**src/rtl/alu_share_arb.sv**
```systemverilog
// Round-robin arbiter that lends one shared combinational ALU to two clients.
// One operation is in flight at a time: IDLE -> EXEC -> RESP -> IDLE.
module alu_share_arb #(
    parameter int W = 32
) (
    input  logic         clk,
    input  logic         rst_n,

    input  logic         req0_valid,
    output logic         req0_ready,
    input  logic [2:0]   req0_opc,
    input  logic [W-1:0] req0_a,
    input  logic [W-1:0] req0_b,
    output logic         rsp0_valid,
    input  logic         rsp0_ready,
    output logic [W-1:0] rsp0_w,
    output logic         rsp0_zero,
    output logic         rsp0_err,

    input  logic         req1_valid,
    output logic         req1_ready,
    input  logic [2:0]   req1_opc,
    input  logic [W-1:0] req1_a,
    input  logic [W-1:0] req1_b,
    output logic         rsp1_valid,
    input  logic         rsp1_ready,
    output logic [W-1:0] rsp1_w,
    output logic         rsp1_zero,
    output logic         rsp1_err,

    output logic [2:0]   alu_opc,
    output logic [W-1:0] alu_a,
    output logic [W-1:0] alu_b,
    input  logic [W-1:0] alu_w,
    input  logic         alu_zero,

    output logic         busy,
    output logic [1:0]   dbg_state_o
);

    // Handshakes: a transfer happens on a rising edge where valid && ready are
    // both high; a requester keeps valid and its fields stable until then, and
    // the arbiter keeps rsp fields stable while rsp_valid is high.

    typedef enum logic [1:0] {
        IDLE = 2'd0,
        EXEC = 2'd1,
        RESP = 2'd2
    } state_t;

    localparam logic [2:0] OPC_ILLEGAL = 3'b111;

    state_t         state_q;
    logic           prio_q;
    logic           owner_q;
    logic [2:0]     opc_q;
    logic [W-1:0]   a_q;
    logic [W-1:0]   b_q;
    logic [W-1:0]   res_w_q;
    logic           res_zero_q;
    logic           res_err_q;

    logic           is_idle;
    logic           grant1;
    logic           fire0;
    logic           fire1;
    logic           owner_rsp_ready;

    // With both valid the favoured client wins; otherwise whoever is asking.
    assign is_idle    = (state_q == IDLE);
    assign grant1     = (req0_valid && req1_valid) ? prio_q : req1_valid;
    assign req0_ready = is_idle && req0_valid && !grant1;
    assign req1_ready = is_idle && req1_valid && grant1;
    assign fire0      = req0_valid && req0_ready;
    assign fire1      = req1_valid && req1_ready;

    assign owner_rsp_ready = owner_q ? rsp1_ready : rsp0_ready;

    always_ff @(posedge clk or negedge rst_n) begin
        if (!rst_n) begin
            state_q    <= IDLE;
            prio_q     <= 1'b0;
            owner_q    <= 1'b0;
            opc_q      <= 3'b000;
            a_q        <= '0;
            b_q        <= '0;
            res_w_q    <= '0;
            res_zero_q <= 1'b0;
            res_err_q  <= 1'b0;
        end else begin
            case (state_q)
                IDLE: begin
                    if (fire0 || fire1) begin
                        opc_q   <= fire1 ? req1_opc : req0_opc;
                        a_q     <= fire1 ? req1_a : req0_a;
                        b_q     <= fire1 ? req1_b : req0_b;
                        owner_q <= fire1;
                        state_q <= EXEC;
                    end
                end
                EXEC: begin
                    // An illegal opcode never trusts whatever the ALU produced.
                    if (opc_q == OPC_ILLEGAL) begin
                        res_w_q    <= '0;
                        res_zero_q <= 1'b1;
                        res_err_q  <= 1'b1;
                    end else begin
                        res_w_q    <= alu_w;
                        res_zero_q <= alu_zero;
                        res_err_q  <= 1'b0;
                    end
                    state_q <= RESP;
                end
                RESP: begin
                    if (owner_rsp_ready) begin
                        prio_q  <= ~owner_q;
                        state_q <= IDLE;
                    end
                end
                default: state_q <= IDLE;
            endcase
        end
    end

    assign rsp0_valid = (state_q == RESP) && !owner_q;
    assign rsp1_valid = (state_q == RESP) && owner_q;
    assign rsp0_w     = res_w_q;
    assign rsp0_zero  = res_zero_q;
    assign rsp0_err   = res_err_q;
    assign rsp1_w     = res_w_q;
    assign rsp1_zero  = res_zero_q;
    assign rsp1_err   = res_err_q;

    // The ALU sees a quiet all-zero ADD except while the granted op executes.
    assign alu_opc = (state_q == EXEC) ? opc_q : 3'b000;
    assign alu_a   = (state_q == EXEC) ? a_q : '0;
    assign alu_b   = (state_q == EXEC) ? b_q : '0;

    assign busy        = !is_idle;
    assign dbg_state_o = state_q;

endmodule

```
**config.mk**
```make
export PLATFORM = sky130hd
export DESIGN_NAME = alu_share_arb
export DESIGN_NICKNAME = d
export VERILOG_FILES = /design/src/rtl/alu_share_arb.sv
export SDC_FILE = /design/constraint.sdc
export NUM_CORES = 1
export LEC_CHECK = 0
export CAP_MARGIN = 10
export CORE_MARGIN = 5
export CORE_UTILIZATION = 40
export CTS_BUF_LIST = sky130_fd_sc_hd__clkbuf_2 sky130_fd_sc_hd__clkbuf_4 sky130_fd_sc_hd__clkbuf_8
export CTS_CLUSTER_SIZE = 30
export DETAILED_ROUTE_END_ITERATION = 8
export PLACE_DENSITY = 0.94
export SYNTH_ARGS = -nofsm -noshare
export SYNTH_HDL_FRONTEND = slang
export SYNTH_SLANG_ARGS = --single-unit
```
**constraint.sdc**
```tcl
create_clock -name clk -period 2.1 [get_ports clk]
set_input_delay 0.42 -clock clk [delete_from_list [all_inputs] [get_ports clk]]
set_output_delay 0.42 -clock clk [all_outputs]
set_load 0.05 [all_outputs]
```
==> flow_summary.json <==
{
  "post-place-ws_ps": -26.2,
  "drt-met1-wl_mm": 7.29,
  "first_iter_violations": 311,
  "final_nets": 956,
  "grt_pass1_wl_mm": 30.6,
  "cap_violations": 0,
  "synth_cells": 514,
  "antenna_cells": 0,
  "status": "complete, no violations",
  "clock-sinks": 105,
  "ys_types": 31,
  "seqPwrFrac_pct": 21.9,
  "max_slew_margin_pct": 61.5,
  "synth_nets": 687,
  "cts_root_buf": "clkbuf_8",
  "top_layer": "met4",
  "r2r_setup_slack_ps": 360,
  "cts_made_buffers": 9,
  "hold_class": "in2async",
  "post-route-drc-count": 0,
  "cp-startpoint": "dbg_state_o[1]",
  "wire_per_inst_um": 21.3,
  "slew_viol_final": 0,
  "synth_area_mm2": 0.00565,
  "pwr-share-comb_pct": 69.7,
  "dr.pass1.iters": 4,
  "via_per_inst": 5.41,
  "wl_met2_mm": 10.7,
  "initial_core_util_pct": 40.7,
  "internal-power_mw": 8.55,
  "area_growth_pct": 72.0,
  "gp_congestion": 0.831,
  "rows": 43,
  "antenna_found_initial": 0,
  "crit_slowest_cell": "dfrtp_1",
  "cts_tree": "yes",
  "power.switching_mw": 8.35,
  "worstReg2RegStart": "dbg_state_o[0]",
  "setup_violations": 0,
  "crit_type": "reg2out",
  "tightest_slew_ps": 576,
  "routed_wl_mm": 20.6,
  "cts_max_path_buffers": 2,
  "crit_chain": "and2b_4, buf_12, and2_1, buf_12",
  "pin_count": 315,
  "grt_usage_pct": 23.8,
  "grt_pass1_vias": 5460,
  "cpMostUsedCell": "buf_12",
  "endpoint": "alu_b[5]",
  "num_vias": 5236,
  "clock_latency_ps": 370,
  "leakage_nw": 4.05,
  "die_height_um": 129,
  "fin_crit_ps": 2050,
  "final.setup.worst_slack_ps": 47.2,
  "fillers": 946,
  "overflow": 0,
  "drive_above_1_share_pct": 22.7,
  "period_share_pct": 97.8,
  "die-area_mm2": 0.0166,
  "syn_area_per_cell_um2": 11.0,
  "clk_pin_slew_worst_paths_ps": 110,
  "finalHoldViolCount": 0,
  "route.met3.wl_mm": 1.92,
  "htreeDepth": 3,
  "ant_nets": 0,
  "worstPathMaxFanout": 39,
  "hpwl_mm": 15.2,
  "hold_slack_ps": 22.2,
  "core_mm2": 0.0139,
  "required_ps": 1680,
  "critPathCaptureType": "output pin",
  "grt_max_degree": 65,
  "port_buffers": 314,
  "critPathMaxStageDelay_ps": 390,
  "r2r_cells": 6,
  "rsz0062_at_grt": "yes",
  "switching_share_pct": 49.4,
  "r2r-end": "b_q[1]",
  "worst_clock_skew_ps": 14.2,
  "vdd_drop_max_uv": 771,
  "synth-seq-cells": 105,
  "fp.dieW_um": 129,
  "worstSetupStartpointType": "flop",
  "total_power_mw": 16.9,
  "power_frac_clock_pct": 8.4,
  "power_density_mw_per_mm2": 1740,
  "synth-seq-area-share_pct": 46.5,
  "crit_arrival_ps": 1630,
  "yosys_warnings": 0,
  "max_freq_mhz": 487
}
## how the worst min path moves through the flow
| stage | depth (start not counted) | slack [ps] | end |
|---|---|---|---|
| after floorplan | 0 | 120 | a_q[0] |
| after global placement | 2 | 440 | b_q[2] |
| after detailed placement | 2 | 450 | b_q[4] |
| after CTS | 2 | 20 | b_q[0] |
| after global routing | 2 | 20 | a_q[21] |
| final | 2 | 20 | a_q[21] |
## power groups by stage
| stage | Clock, mW | Sequential (mW) | Combinational [mW] |
|---|---|---|---|
| floorplan | 0 | 4.67 | 6.40 |
| global placement | 0 | 3.69 | 11.4 |
| global route | 1.53 | 3.83 | 12.3 |
| detailed placement | 0 | 3.74 | 11.6 |
| CTS | 1.47 | 3.70 | 11.8 |
| finish | 1.42 | 3.70 | 11.8 |
## layout make-up
cell class              instances  area (um^2)  share of cell area [%]
multi-input cells             321         2430                    25.1
clock inverters                 7          103                    1.06
flip-flops and latches        105         2630                    27.1
well taps                     180          225                    2.32
inverters                       5         18.8                   0.193
repair buffers                341         4180                    43.0
clock buffers                   9          124                    1.28
## timing repair
| action | 4_1_cts | 5_1_grt |
|---|---|---|
| endpoints found under the setup margin | 2 | 35 |
| pin swaps | 1 | 1 |
| cloned | 1 | 0 |
| hold buffers | 0 | 0 |
| resized for setup | 1 | 12 |
| setup buffers | 2 | 1 |
## cell usage after synthesis (all sizes together)
cell / instances / area [um^2]
a21o: 1 / 7.51
a21oi: 3 / 15.0
a22o: 32 / 280
a31oi: 2 / 27.5
and2: 67 / 419
and2b: 1 / 10.0
and3: 1 / 7.51
buf: 56 / 500
clkbuf: 27 / 101
dfrtp: 105 / 2630
inv: 5 / 18.8
mux2: 6 / 67.6
mux2i: 64 / 641
nand2: 2 / 7.51
nand2b: 2 / 12.5
nand3: 1 / 10.0
nand4: 64 / 400
nor2: 6 / 25.0
nor3b: 1 / 18.8
o21ai: 67 / 440
or2b: 1 / 7.51
## layer usage
layer | track usage, % | vias to the layer above
met5 | 0 | -
met4 | 9.76 | 0
met3 | 7.06 | 42
met2 | 42.6 | 279
met1 | 26.4 | 2538
li1 | - | 2377
## cell usage in the layout, fill, tap and decap left out, types with 2 or more instances in the layout
cell type,n
clkdlybuf4s50_1,227
dfrtp_1,104
buf_12,79
mux2i_1,64
nand4_1,64
and2_1,53
o21ai_1,36
a22o_1,32
o21ai_2,28
buf_4,25
and2_2,10
clkbuf_8,9
dlymetal6s2s_1,7
nor2_1,5
and2_4,4
inv_1,4
o21ai_0,3
mux2_1,3
mux2_2,3
a21oi_1,2
bufinv_16,2
inv_6,2
clkinv_4,2
## kinds of logic after synthesis
| family | synth area share [%] |
|---|---|
| simple gates | 16.3 |
| compound gates | 13.7 |
| flops | 46.5 |
| buf+inv | 11.0 |
| mux | 12.5 |
## worst max-delay path: cells and delay by family, from the launching register on
family,cells,cell delay [ps]
buf+inv,2,350
flops,1,390
simple gates,2,510
## sequential cells by signal (all words and copies together), names as in the netlist
register / cells
a_q: 32
b_q: 32
dbg_state_o: 2
opc_q: 3
owner_q: 1
prio_q: 1
rsp0_err: 1
rsp0_w: 32
rsp0_zero: 1
## stage by stage
stage / cells / instance area, um^2 / util (%) / TNS [ps]
after detailed placement: 948 / 9400 / 67.7 / -50.6
after CTS: 967 / 9670 / 69.7 / 0
after global placement: 948 / 9400 / 67.7 / 0
final: 968 / 9710 / 70.0 / 0
after global routing: 968 / 9710 / 70.0 / -394
after floorplan: 514 / 5660 / - / 0
No activity file was read; power rests on OpenSTA's default activity.
